==> src/rtl/spi_pkg.sv <==
// Shared SPI definitions: FSM state encoding, default word geometry and the bus mode,
// used by the master and by the slave-side block.
package spi_pkg;

  localparam int DEF_DATA_WIDTH    = 16;
  localparam int DEF_BIT_CNT_WIDTH = 4;

  // Mode 0: sck idles low, data sampled on the rising edge.
  localparam logic       SPI_CPOL = 1'b0;
  localparam logic       SPI_CPHA = 1'b0;
  localparam logic [1:0] SPI_MODE = {SPI_CPOL, SPI_CPHA};

  typedef enum logic [2:0] {
    ST_IDLE  = 3'd0,
    ST_SETUP = 3'd1,
    ST_XFER  = 3'd2,
    ST_HOLD  = 3'd3,
    ST_GAP   = 3'd4
  } spi_state_e;

  function automatic logic frame_closed(input spi_state_e s);
    return (s == ST_IDLE) || (s == ST_GAP);
  endfunction

endpackage

==> src/rtl/spi_clk_gen.sv <==
// Half-period timer for the SPI master: a CLK_DIV-cycle down-counter whose terminal count
// paces every FSM phase and, while sck_en is high, toggles sck and emits rise/fall strobes.
module spi_clk_gen
  import spi_pkg::*;
#(
  parameter int CLK_DIV = 4
) (
  input  logic clk,
  input  logic rst_n,
  input  logic run,
  input  logic sck_en,
  output logic tick,
  output logic rise,
  output logic fall,
  output logic sck
);

  localparam logic [7:0] RELOAD = 8'(CLK_DIV - 1);

  logic [7:0] cnt;

  assign tick = run && (cnt == 8'd0);
  assign rise = tick && sck_en && !sck;
  assign fall = tick && sck_en && sck;

  // Counter is parked at RELOAD while stopped so the first phase is always a full CLK_DIV.
  always_ff @(posedge clk or negedge rst_n) begin
    if (!rst_n) begin
      cnt <= RELOAD;
      sck <= SPI_CPOL;
    end else if (!run) begin
      cnt <= RELOAD;
      sck <= SPI_CPOL;
    end else begin
      if (cnt == 8'd0) begin
        cnt <= RELOAD;
      end else begin
        cnt <= cnt - 8'd1;
      end
      if (rise || fall) begin
        sck <= ~sck;
      end
    end
  end

endmodule

==> src/rtl/spi_master.sv <==
// SPI mode-0 master: one DATA_WIDTH word per start, MSB first, framed by active-low ss.
// Optional back-to-back framing is enabled with the SPI_MASTER_BURST_EN macro.
//
// state | meaning
// IDLE  | ss high, waiting for start
// SETUP | ss low, mosi holds first bit, sck low for CLK_DIV cycles
// XFER  | sck toggles every CLK_DIV cycles, 2*DATA_WIDTH half-periods
// HOLD  | ss low after the last falling edge, sck low for CLK_DIV cycles
// GAP   | ss high, still busy for CLK_DIV cycles so the slave re-arms
module spi_master
  import spi_pkg::*;
#(
  parameter int DATA_WIDTH    = DEF_DATA_WIDTH,
  parameter int BIT_CNT_WIDTH = DEF_BIT_CNT_WIDTH,
  parameter int CLK_DIV       = 4
) (
  input  logic                  clk,
  input  logic                  rst,
  input  logic                  start,
  input  logic [DATA_WIDTH-1:0] din,
  output logic                  busy,
  output logic                  new_data,
  output logic [DATA_WIDTH-1:0] dout,
  output logic                  ss,
  output logic                  sck,
  output logic                  mosi,
  input  logic                  miso
);

  logic rst_meta;
  logic rst_n;

  // Assert immediately, release two clk edges later.
  always_ff @(posedge clk or negedge rst) begin
    if (!rst) begin
      rst_meta <= 1'b0;
      rst_n    <= 1'b0;
    end else begin
      rst_meta <= 1'b1;
      rst_n    <= rst_meta;
    end
  end

  spi_state_e state;
  spi_state_e state_nxt;

  logic [DATA_WIDTH-1:0]    shift_q;
  logic [BIT_CNT_WIDTH-1:0] bit_cnt;
  logic                     run;
  logic                     sck_en;
  logic                     tick;
  logic                     rise;
  logic                     fall;
  logic                     load;
  logic                     finish;
  logic                     last_fall;

  assign run       = (state != ST_IDLE);
  assign sck_en    = (state == ST_XFER);
  assign busy      = (state != ST_IDLE);
  assign ss        = frame_closed(state);
  assign last_fall = fall && (bit_cnt == '0);

  spi_clk_gen #(
    .CLK_DIV (CLK_DIV)
  ) u_clk_gen (
    .clk    (clk),
    .rst_n  (rst_n),
    .run    (run),
    .sck_en (sck_en),
    .tick   (tick),
    .rise   (rise),
    .fall   (fall),
    .sck    (sck)
  );

  always_ff @(posedge clk or negedge rst_n) begin
    if (!rst_n) begin
      state <= ST_IDLE;
    end else begin
      state <= state_nxt;
    end
  end

  always_comb begin
    state_nxt = state;
    load      = 1'b0;
    finish    = 1'b0;
    case (state)
      ST_IDLE: begin
        if (start) begin
          state_nxt = ST_SETUP;
          load      = 1'b1;
        end
      end
      ST_SETUP: begin
        if (tick) begin
          state_nxt = ST_XFER;
        end
      end
      ST_XFER: begin
        if (last_fall) begin
          state_nxt = ST_HOLD;
        end
      end
      ST_HOLD: begin
        if (tick) begin
          finish = 1'b1;
`ifdef SPI_MASTER_BURST_EN
          if (start) begin
            state_nxt = ST_SETUP;
            load      = 1'b1;
          end else begin
            state_nxt = ST_GAP;
          end
`else
          state_nxt = ST_GAP;
`endif
        end
      end
      ST_GAP: begin
        if (tick) begin
          state_nxt = ST_IDLE;
        end
      end
      default: begin
        state_nxt = ST_IDLE;
      end
    endcase
  end

  // The counter wraps to zero on the last rising edge, which marks the closing falling edge.
  always_ff @(posedge clk or negedge rst_n) begin
    if (!rst_n) begin
      shift_q  <= '0;
      bit_cnt  <= '0;
      mosi     <= 1'b0;
      dout     <= '0;
      new_data <= 1'b0;
    end else begin
      new_data <= finish;
      if (finish) begin
        dout <= shift_q;
      end
      if (load) begin
        shift_q <= din;
        mosi    <= din[DATA_WIDTH-1];
        bit_cnt <= '0;
      end else if (rise) begin
        shift_q <= {shift_q[DATA_WIDTH-2:0], miso};
        bit_cnt <= bit_cnt + BIT_CNT_WIDTH'(1);
      end else if (fall && !last_fall) begin
        mosi <= shift_q[DATA_WIDTH-1];
      end
    end
  end

endmodule

==> config.mk <==
export PLATFORM = sky130hd
export DESIGN_NAME = spi_master
export DESIGN_NICKNAME = d
export VERILOG_FILES = /design/src/rtl/spi_pkg.sv /design/src/rtl/spi_clk_gen.sv /design/src/rtl/spi_master.sv
export SDC_FILE = /design/constraint.sdc
export NUM_CORES = 1
export LEC_CHECK = 0
export CORE_MARGIN = 3
export CORE_UTILIZATION = 48
export DETAILED_ROUTE_END_ITERATION = 7
export GPL_TIMING_DRIVEN = 0
export PLACE_DENSITY = 0.8
export SYNTH_ARGS = -nofsm -noshare
export SYNTH_HDL_FRONTEND = slang
export SYNTH_SLANG_ARGS = --single-unit
==> constraint.sdc <==
create_clock -name clk -period 1.8 [get_ports clk]
set_input_delay 0.18 -clock clk [delete_from_list [all_inputs] [get_ports clk]]
set_output_delay 0.18 -clock clk [all_outputs]
set_load 0.05 [all_outputs]
# Word-level counts from Yosys, hierarchy flattened
# Cells that the tools add are included.
# W data, S select, Z words.
dict set report op_classes {
  mux 21
  add_sub_neg 2
  n_bitwise 1
  n_eq_ne 11
  n_reduce_logical 18
}
# cell n
set op_table {}
lappend op_table {{$mux W16} 2}
lappend op_table {{$mux W8} 2}
lappend op_table {{$mux W3} 5}
lappend op_table {{$pmux W3 S5} 1}
lappend op_table {{$mux W1} 9}
lappend op_table {{$logic_not A8 Y1} 1}
lappend op_table {{$mux W4} 2}
lappend op_table {{$ne A2 B2 Y1 const B} 4}
lappend op_table {{$sub A8 B1 Y8 const B} 1}
lappend op_table {{$eq A3 B2 Y1 const B} 2}
lappend op_table {{$logic_and A1 B1 Y1} 6}
lappend op_table {{$ne A2 B1 Y1 const B} 3}
lappend op_table {{$reduce_and A5 Y1} 1}
lappend op_table {{$add A4 B1 Y4 const B} 1}
lappend op_table {{$logic_not A4 Y1} 1}
lappend op_table {{$reduce_bool A2 Y1} 2}
lappend op_table {{$eq A3 B1 Y1 const B} 1}
lappend op_table {{$eq A3 B3 Y1 const B} 1}
lappend op_table {{$logic_not A3 Y1} 1}
lappend op_table {{$reduce_bool A3 Y1} 1}
lappend op_table {{$logic_not A1 Y1} 2}
lappend op_table {{$logic_or A1 B1 Y1} 2}
lappend op_table {{$reduce_and A2 Y1} 1}
lappend op_table {{$not A1 Y1} 1}
dict set report word_totals {
  input_bits 20
  out_inout_bits 21
  regBits 52
}

# Longest topological paths before layout
# Gate-level depths: netlist (run 1).
dict set report logic_depth {
  ltp_word 10
  ltp_mapped 8
}

# Hierarchy
# From an unflattened synthesis (run 1), not the netlist that was laid out.
dict set report unflattened {
  hier_cells 201
  area_unflattened_um2 2442.3
}
# mod instances area_per_inst_um2 cells_each seq_area_each_um2
set modules_own_cells {}
lappend modules_own_cells {spi_master 1 1910.6 151 1076.0}
lappend modules_own_cells {spi_clk_gen 1 531.8 50 227.7}

# Least setup slack after synthesis (run 1)
# No wires, ideal clock.
dict set report synth_timing {
  path_kind {reg2reg}
  from {register u_clk_gen.cnt[0]}
  to {register dout[10]}
  path_stages_with_launch 9
  arrival_time_ns 1.779
  setup_time_ns 0.125
  slack_ns -0.105
  cell_sequence {dfstp_2 > inv_1 > ha_1 > nor3b_2 > and2_1 > buf_6 > nand3_4 > buf_6 > mux2_4}
}
dict set report synth_between {
  elab_chain_cells 4
}
# item line_no
set synth_lines {}
lappend synth_lines {{start: declaration} spi_clk_gen.sv:20} ;# logic [7:0] cnt;
lappend synth_lines {{start signal: assignment} spi_clk_gen.sv:38} ;# cnt <= cnt - 8'd1;
lappend synth_lines {{$logic_not A8 Y1} spi_clk_gen.sv:22} ;# assign tick = run && (cnt == 8'd0);
lappend synth_lines {{$logic_and A1 B1 Y1} spi_clk_gen.sv:22}
lappend synth_lines {{$mux W1} spi_master.sv:107} ;# if (tick) begin
lappend synth_lines {{$mux W1} spi_master.sv:89} ;# case (state)
lappend synth_lines {{end signal: assignment} spi_master.sv:143} ;# dout <= shift_q;
lappend synth_lines {{end: declaration} spi_master.sv:23} ;# output logic [DATA_WIDTH-1:0] dout,
# Every way passes these cells.
# A chain may end at the register's enable or synchronous reset.

# Final worst setup path (run 1)
dict set report layout_timing {
  from {register state[2]}
  to {register shift_q[9]}
}
dict set report layout_between {
  elab_chain_cells 5
}
# item line_no
set layout_lines {}
lappend layout_lines {{start: declaration} spi_master.sv:44} ;# spi_state_e state;
lappend layout_lines {{start signal: assignment} spi_master.sv:81} ;# state <= state_nxt;
lappend layout_lines {{$reduce_bool A3 Y1} spi_master.sv:58} ;# assign run = (state != ST_IDLE);
lappend layout_lines {{$logic_and A1 B1 Y1} spi_clk_gen.sv:22}
lappend layout_lines {{$logic_and A1 B1 Y1 (2 in a row)} spi_clk_gen.sv:23} ;# assign rise = tick && sck_en && !sck;
lappend layout_lines {{$reduce_bool A2 Y1 (no line)} n/a}
lappend layout_lines {{end signal: assignment} spi_master.sv:146} ;# shift_q <= din;
lappend layout_lines {{end signal: assignment} spi_master.sv:150} ;# shift_q <= {shift_q[DATA_WIDTH-2:0], miso};
lappend layout_lines {{end: declaration} spi_master.sv:47} ;# logic [DATA_WIDTH-1:0] shift_q;
# Parallel ways exist; a longest one is shown, timed or not.

==> results of run 1 <==
## cell usage in the layout, fill, tap and decap left out, types with 2 or more instances in the layout
master / count
dfrtp_1: 49
clkdlybuf4s50_1: 38
mux2_4: 16
a22o_1: 14
a21o_1: 14
buf_4: 12
nor2_1: 12
nand2_1: 11
inv_1: 6
nand3_1: 5
clkbuf_8: 5
xnor2_1: 4
buf_12: 4
nand4_1: 4
ha_1: 3
xor2_1: 2
o31ai_1: 2
inv_2: 2
buf_2: 2
mux2i_1: 2
o21ai_0: 2
dfstp_2: 2
## sequential cells by signal (all words and copies together) (netlist names)
name / count
u_clk_gen.cnt: 8
rst_meta: 1
rst_n: 1
dout: 16
shift_q: 16
u_clk_gen.sck: 1
bit_cnt: 4
state: 3
new_data: 1
mosi: 1
## critical path, delay by kind of cell, from the launching register on
kind            cells  cell delay [ps]
buf+inv             2              510
compound gates      2              270
flops               1              460
simple gates        2              510
## path summary, 6_finish.rpt
path | from | endpoint | slack (ps) | depth (start not counted)
max in group asynchronous | rst_n | state[0] | 1020 | 1
max | state[2] | shift_q[9] | -10 | 6
min in group clk | rst_meta | rst_n | 370 | 0
min | rst | rst_meta | 30 | 1
max reg2reg | state[2] | shift_q[9] | -10 | 6
min reg2reg | rst_n | shift_q[4] | 250 | 0
## cells by family after synthesis
family	Yosys count	synth area share [%]
AOI/OAI and AO/OA	38	12.9
and+or+nand+nor	50	12.5
DFF	52	55.9
buffers and inverters	17	3.81
muxes	19	10.3
xor gates and xnor gates	6	2.25
adders and majority gates	4	2.14
other	1	0.161
## cells in the mapped netlist (4+ instances only)
| master | instances | area share, % |
|---|---|---|
| buf_2 | 5 | 1.1 |
| nand2_1 | 11 | 1.8 |
| dfrtp_1 | 50 | 54 |
| a21o_1 | 14 | 4.5 |
| mux2_2 | 9 | 4.3 |
| mux2_4 | 8 | 5.1 |
| ha_1 | 4 | 2.1 |
| nor2_1 | 13 | 2.1 |
| a22o_1 | 14 | 5.3 |
| inv_1 | 8 | 1.3 |
| nand4_1 | 4 | 1.1 |
| nand3_1 | 5 | 1.1 |
| xnor2_1 | 4 | 1.5 |
## layer usage
| layer | vias up | track usage, % |
|---|---|---|
| met4 | 0 | 6.99 |
| met3 | 8 | 4.09 |
| met5 | - | 0 |
| li1 | 778 | - |
| met1 | 853 | 22.6 |
| met2 | 43 | 31.0 |
## power groups by stage
stage	Clock [mW]	Sequential, mW	Combinational (mW)
6_report	0.806	2.01	2.03
3_5_place_dp	0	2.01	1.78
4_1_cts	0.825	2.00	1.90
3_3_place_gp	0	2.00	1.72
5_1_grt	0.872	2.07	2.18
2_1_floorplan	0	2.35	0.876
## through the flow
step	util, %	cell area, µm²
final	69.5	3150
after global routing	69.5	3150
after CTS	67.4	3050
after detailed placement	62.9	2850
after global placement	62.4	2830
after floorplan	-	2350
## repair_timing
action,4_1_cts,5_1_grt
gates cloned,0,1
hold buffers,0,0
setup buffers,7,5
gates resized for setup,14,11
pin swaps,1,1
setup endpoints to repair,45,29
## area by class of cell
class,instances,area [µm²]
plain buffers,6,56.3
inverters,8,30.0
clock inverters,2,38.8
multi-input cells,118,1010
flip-flops and latches,52,1310
repair buffers,54,554
well taps,65,81.3
fillers,319,1380
clock buffers,6,72.6
==> results.toml, run 1 <==
[global_routing]
grt_max_degree = 29
grt_use_total_pct = 18.2
grt_pass1_wl_mm = 7.73
antenna_found_initial = 0
overflow = 0
grt_pass1_vias = 1669

[timing]
finalSetupViolations = 5
slew_viol_final = 0
finalHoldViolations = 0
setup_ws_ps = -9.51
finalSetupTns_ps = -20.8
rsz0062_at_grt = "yes"
skew_ps = 13.1
slew_headroom_pct = 63.9
fmax_ghz = 0.553
post-route-min-period_ps = 1810
tightest_slew_ps = 540
fin_crit_sh_pct = 101
whs_ps = 34.6

[route]
vias = 1682
dr_wl_met2_mm = 2.64
drt-total-wl_mm = 5.14
detail-route-antenna-nets = 0
drt-met1-wl_mm = 2.19
dr.max_layer_used = "met4"
routedWlPerCell_um = 16.5
firstDrtPassIters = 4
drc = 0
wl_met3_um = 215
viasPerCell = 5.41
drt_iter0_drc = 142

[clock_network]
clock_path_buffers = 2
cts_made_buffers = 5
clkSinkCount = 52
cts_tree = "built"
clk_pin_slew_ps = 100
cts-root-buf = "clkbuf_8"
clock_latency_ps = 310
cts_max_level = 2

[logic_synthesis]
ys_ff_latch = 52
syn-num-nets = 211
yosysUniqueCellTypes = 43
synth_ff_type = "dfrtp_1"
avgSynthCellArea_um2 = 12.5
synth-edff-count = 0
synthArstFlopShare_pct = 100
netlist_area_um2 = 2330
synth_cells = 187
seq_area_frac_synth_pct = 55.9
yosys_warnings = 0

[setup_path]
cp_common_cell = "buf_2"
crit_arrival_ps = 2060
crit_slowest_cell = "dfrtp_1"
cp-end-kind = "register"
worstSetupPathType = "reg2reg"
crit_required_ps = 2050
critPathMaxStageDelay_ps = 460
start_kind = "register"
crit_chain = "nor3_4 -> and2_1 -> buf_2 -> buf_2 -> a22o_1 -> a21o_1"
cp_max_fo = 10

[pwr]
power.total_mw = 4.85
power_density_nw_per_um2 = 1540
ir_worst_vdd_uv = 953
p_seq_share_pct = 41.5
pwr-share-clk_pct = 16.6
p_sw_mw = 1.85
p_int_mw = 3.00
p_comb_share_pct = 41.9
p_leak_nw = 1.57
switching_share_pct = 38.1

[floorplan]
die_area_um2 = 5730
rows = 24
die_h_um = 75.7
start_util_pct = 51.5
design.core.area_um2 = 4530
die_x_um = 75.7
pin_count = 41

[min_path]
worst_hold_path_type = "in2async"

[run_status]
violations = "negative setup slack"
status = "complete, but fails checks"

[layout]
fin_nets = 269
fin_cells = 311
synthToLayoutAreaGrowth_pct = 35.1
diodes = 0
drive_gt1_share_pct = 25.2

[place]
place.gp.congestion = 0.793
dp.cells = 293
dp_slack_ps = -294
hpwl_mm = 3.29
io_buffers = 40

[run]
drv_cap = 0
No activity file was read; power rests on OpenSTA's default activity.
==> run 2: changes to the inputs <==
clock period = 1.7 ns   (was 1.8 ns; I/O delays follow)
==> run 2 against run 1 <==
  * The run still ends with negative setup slack left
  * Wire length increased by 11%
  * Clock skew decreased by 3.1 ps
  * Sequential cell count unchanged
  * Clock power decreased by 13%
  * Combinational power increased by 19%
  * First-iteration DRC count decreased by 27%
  * Die area unchanged
  * Highest routed layer unchanged
  * Fmax increased by 0.17%
  * Critical path type unchanged
  * Critical endpoint unchanged
  * Sequential share of layout area decreased by 2.3 points
  * Count of clock-buffer cells in the layout unchanged
==> results.toml, run 2 (synthesized netlist as in run 1, its figures left out) <==
[run_status]
status = "complete, but fails checks"
violations = "negative setup slack"

[layout]
fin_cells = 326
final_common_cell = "dfrtp_1"
final_cell_mix = "dfrtp_1, clkdlybuf4s50_1, buf_4, mux2_4"
reg_top3 = "dout (16), shift_q (16), u_clk_gen.cnt (8)"
final_util_pct = 73.7
synthToLayoutAreaGrowth_pct = 43.3
drive_gt1_share_pct = 33.0
fin_nets = 284
diodes = 0
final_area_um2 = 3340

[min_path]
worst_hold_path_type = "in2async"

[global_routing]
busiest_layer = "met2"
grt_use_total_pct = 20.5
grt_max_degree = 40
grt_pass1_vias = 1789
antenna_found_initial = 0
grt_pass1_wl_mm = 8.66
grt_use_met2_pct = 32.9
grtUsageMet3_pct = 3.69
overflow = 0
grt_util_met1_pct = 27.0

[floorplan]
start_util_pct = 51.5
die_x_um = 75.7
rows = 24
die_area_um2 = 5730
die_h_um = 75.7
pin_count = 41
design.core.area_um2 = 4530

[setup_path]
worstSetupPathType = "reg2reg"
cp_common_cell = "buf_6"
r2r_start = "u_clk_gen.cnt[1]"
crit_chain = "inv_2 -> ha_4 -> nor3b_4 -> and4_1 -> buf_6 -> buf_6 -> a22o_1 -> a21o_1"
reg2regPathDepth = 8
cp_max_fo = 5
crit_slowest_cell = "dfstp_2"
start_kind = "register"
cpLargestDelayFamily = "flip-flops"
r2r_end = "shift_q[9]"
critPathMaxStageDelay_ps = 560
crit_arrival_ps = 2010
crit_buf_inv = 3
cp-end-kind = "register"
worstSetupEndpoint = "shift_q[9]"
crit_required_ps = 1900
rrSetupSlack_ps = -110
startpoint = "u_clk_gen.cnt[1]"
cp.depth = 8

[clock_network]
cts_max_level = 2
clk_pin_slew_ps = 90
clock_latency_ps = 300
cts_made_buffers = 5
clkSinkCount = 52
cts_tree = "built"
clock_path_buffers = 2
cts-root-buf = "clkbuf_8"
cts_hold_buf = 0

[run]
drv_cap = 0

[route]
routedWlPerCell_um = 17.5
drt-total-wl_mm = 5.71
drc = 0
drt_iter0_drc = 104
firstDrtPassIters = 4
viasPerCell = 5.42
vias = 1766
detail-route-antenna-nets = 0

[place]
dpl_cell_area_um2 = 2880
io_buffers = 40
dp.cells = 293
dp_slack_ps = -320
place.gp.congestion = 0.763
hpwl_mm = 3.30

[timing]
post-route-min-period_ps = 1810
finalHoldViolations = 0
rsz0062_at_grt = "yes"
setup_ws_ps = -107
slew_headroom_pct = 65.0
finalSetupTns_ps = -2560
tightest_slew_ps = 524
skew_ps = 10.0
whs_ps = 28.0
fmax_ghz = 0.554
fin_crit_sh_pct = 106
finalSetupViolations = 31
slew_viol_final = 0

[pwr]
power.total_mw = 5.24
ir_worst_vdd_uv = 808
power_density_nw_per_um2 = 1570
p_leak_nw = 1.71
==> run 2: how the worst min path moves through the flow <==
stage	cells past startpoint	slack [ps]	end	from
floorplan	0	-130	rst_meta	rst
global placement	0	330	rst_n	rst_meta
detailed placement	0	160	u_clk_gen.cnt[2]	rst_n
CTS	1	20	rst_meta	rst
global route	1	30	rst_meta	rst
finish	1	30	rst_meta	rst
==> run 2: what timing repair did <==
action / CTS / global route
buffers inserted: 22 / 6
setup endpoints to repair: 48 / 50
pin swaps: 8 / 15
endpoints found under the hold margin: 0 / 0
resized for setup: 26 / 32
cloned: 2 / 0
==> run 2: cell type report <==
type	instances	area, µm²
Tap cell	65	81.3
Clock buffer	6	72.6
Fill cell	284	1190
Clock inverter	2	16.3
Buffer	7	80.1
Inverter	8	30.0
Timing Repair Buffer	68	708
Multi-Input combinational cell	118	1050
Sequential cell	52	1310
==> run 2: worst register-to-register path, stage by stage (launching register included) <==
cell	delay, ps
dfstp_2	560
inv_2	50
ha_4	140
nor3b_4	150
and4_1	210
buf_6	140
buf_6	130
a22o_1	190
a21o_1	150
==> run 2: metal layers <==
metal	part of all wire (%)	up-vias
met1	42	884
met2	51	50
met3	3.4	19
met5	0	-
met4	3.5	0
li1	-	813
==> run 2: where the power goes <==
| group | internal (mW) | total [mW] | switching, mW |
|---|---|---|---|
| Clock | 0.294 | 0.702 | 0.408 |
| Combinational | 1.18 | 2.42 | 1.24 |
| Sequential | 1.71 | 2.12 | 0.414 |
==> run 3: changes to the inputs <==
PLACE_DENSITY = unset   (was 0.8)
PLACE_DENSITY_LB_ADDON = 0.25   (was unset)
==> run 3 against run 2 <==
  * The flow still finishes with violations (negative setup slack)
  * Clock skew is 0.85 ps lower
  * Fmax is 0.48% lower
  * Clock power is 18% higher
  * Via count is 1.9% lower
  * Worst setup slack worse by 8.8 ps
==> results.toml, run 3 (synthesized netlist as in run 1, its figures left out) <==
[run_status]
status = "complete, but fails checks"
violations = "negative setup slack"

[setup_path]
cp_common_cell = "buf_6"
cp_max_fo = 5
start_kind = "register"
worstSetupPathType = "reg2reg"
crit_chain = "nor4_4 -> buf_4 -> buf_6 -> and4_1 -> buf_6 -> clkbuf_16 -> a22o_1 -> a21o_1"
crit_slowest_cell = "dfrtp_2"
crit_required_ps = 1950
crit_arrival_ps = 2060
cp-end-kind = "register"
reg2regPathDepth = 8
critPathMaxStageDelay_ps = 450

[route]
viasPerCell = 5.35
routedWlPerCell_um = 16.2
vias = 1732
firstDrtPassIters = 4
drt-total-wl_mm = 5.26
drc = 0
detail-route-antenna-nets = 0
drt_iter0_drc = 79

[floorplan]
start_util_pct = 51.5
design.core.area_um2 = 4530
pin_count = 41
die_area_um2 = 5730
die_x_um = 75.7
die_h_um = 75.7
rows = 24

[global_routing]
overflow = 0
grt_max_degree = 38
grt_pass1_wl_mm = 8.23
antenna_found_initial = 0
grt_pass1_vias = 1679
grt_use_total_pct = 19.2

[pwr]
p_seq_share_pct = 40.1
ir_worst_vdd_uv = 845
pwr-share-clk_pct = 15.6
switching_share_pct = 37.6
p_comb_share_pct = 44.2
power_density_nw_per_um2 = 1590
p_leak_nw = 1.69
p_int_mw = 3.30
p_sw_mw = 1.99

[run]
drv_cap = 0

[place]
hpwl_mm = 3.36
io_buffers = 40
dp_slack_ps = -382
place.gp.congestion = 0.774

[timing]
rsz0062_at_grt = "yes"
setup_ws_ps = -115
fmax_ghz = 0.551
slew_headroom_pct = 66.1
tightest_slew_ps = 508
fin_crit_sh_pct = 107
post-route-min-period_ps = 1820
slew_viol_final = 0
skew_ps = 9.16
finalSetupTns_ps = -2880
finalSetupViolations = 35
finalHoldViolations = 0

[layout]
synthToLayoutAreaGrowth_pct = 42.4
fin_nets = 282
drive_gt1_share_pct = 32.4
reg_top3 = "dout (16), shift_q (16), u_clk_gen.cnt (8)"
final_common_cell = "dfrtp_1"
final_cell_mix = "dfrtp_1, clkdlybuf4s50_1, buf_4, mux2_4"
diodes = 0

[clock_network]
cts-root-buf = "clkbuf_8"
clkSinkCount = 52
cts_made_buffers = 5
clock_latency_ps = 310
cts_tree = "built"
cts_max_level = 2
clk_pin_slew_ps = 90
clock_path_buffers = 2

[min_path]
worst_hold_path_type = "in2async"
[run 3: worst paths after layout]
path	from	end	slack, ps
hold reg to reg	rst_n	dout[14]	170
setup reg to reg	u_clk_gen.cnt[2]	shift_q[9]	-120
max in group asynchronous	rst_n	dout[4]	1020
min in group clk	rst_meta	rst_n	370
setup / recovery	u_clk_gen.cnt[2]	shift_q[9]	-120
hold / removal	rst	rst_n	20
[run 3: final cells by class]
type	count	area, µm²
clock buffers	6	72.6
plain buffers	7	83.8
well taps	65	81.3
clock inverters	2	35.0
flip-flops and latches	52	1310
inverters	8	30.0
multi-input cells	118	1050
repair buffers	66	661
fillers	306	1210
[run 3: metrics by stage]
stage | std cells | hold WS (ps) | util, % | power, mW | area (µm²)
6_report | 324 | 22.8 | 73.3 | 5.29 | 3320
3_3_place_gp | 292 | 332 | 63.0 | 3.97 | 2860
3_5_place_dp | 293 | 179 | 63.5 | 4.05 | 2880
2_1_floorplan | 187 | -126 | - | 3.45 | 2370
4_1_cts | 315 | 11.8 | 70.1 | 5.13 | 3180
5_1_grt | 324 | 5.32 | 73.3 | 5.59 | 3320
[run 3: metal layers]
layer,part of all wire [%],GRT usage (%)
met1,45,26.9
met2,49,29.4
met3,4.5,5.01
met4,1.2,6.02
met5,0,0
[run 3: worst max-delay path, delay by kind of cell, from the launching register on]
family / cells / cell delay, ps
compound gates: 2 / 200
flops: 1 / 450
simple gates: 2 / 540
buf+inv: 4 / 560
[run 3: repair_timing]
item | CTS | global route
gates cloned | 0 | 1
hold buffers | 0 | 0
setup buffers | 15 | 10
resized for setup | 25 | 25
endpoints found under the setup margin | 47 | 50
pin swaps | 4 | 10
[run 3: power groups by stage]
stage	clock network, mW	registers [mW]	logic [mW]
2_1_floorplan	0	2.49	0.961
3_3_place_gp	0	2.12	1.85
3_5_place_dp	0	2.13	1.92
4_1_cts	0.854	2.11	2.16
5_1_grt	0.898	2.18	2.51
6_report	0.827	2.12	2.34
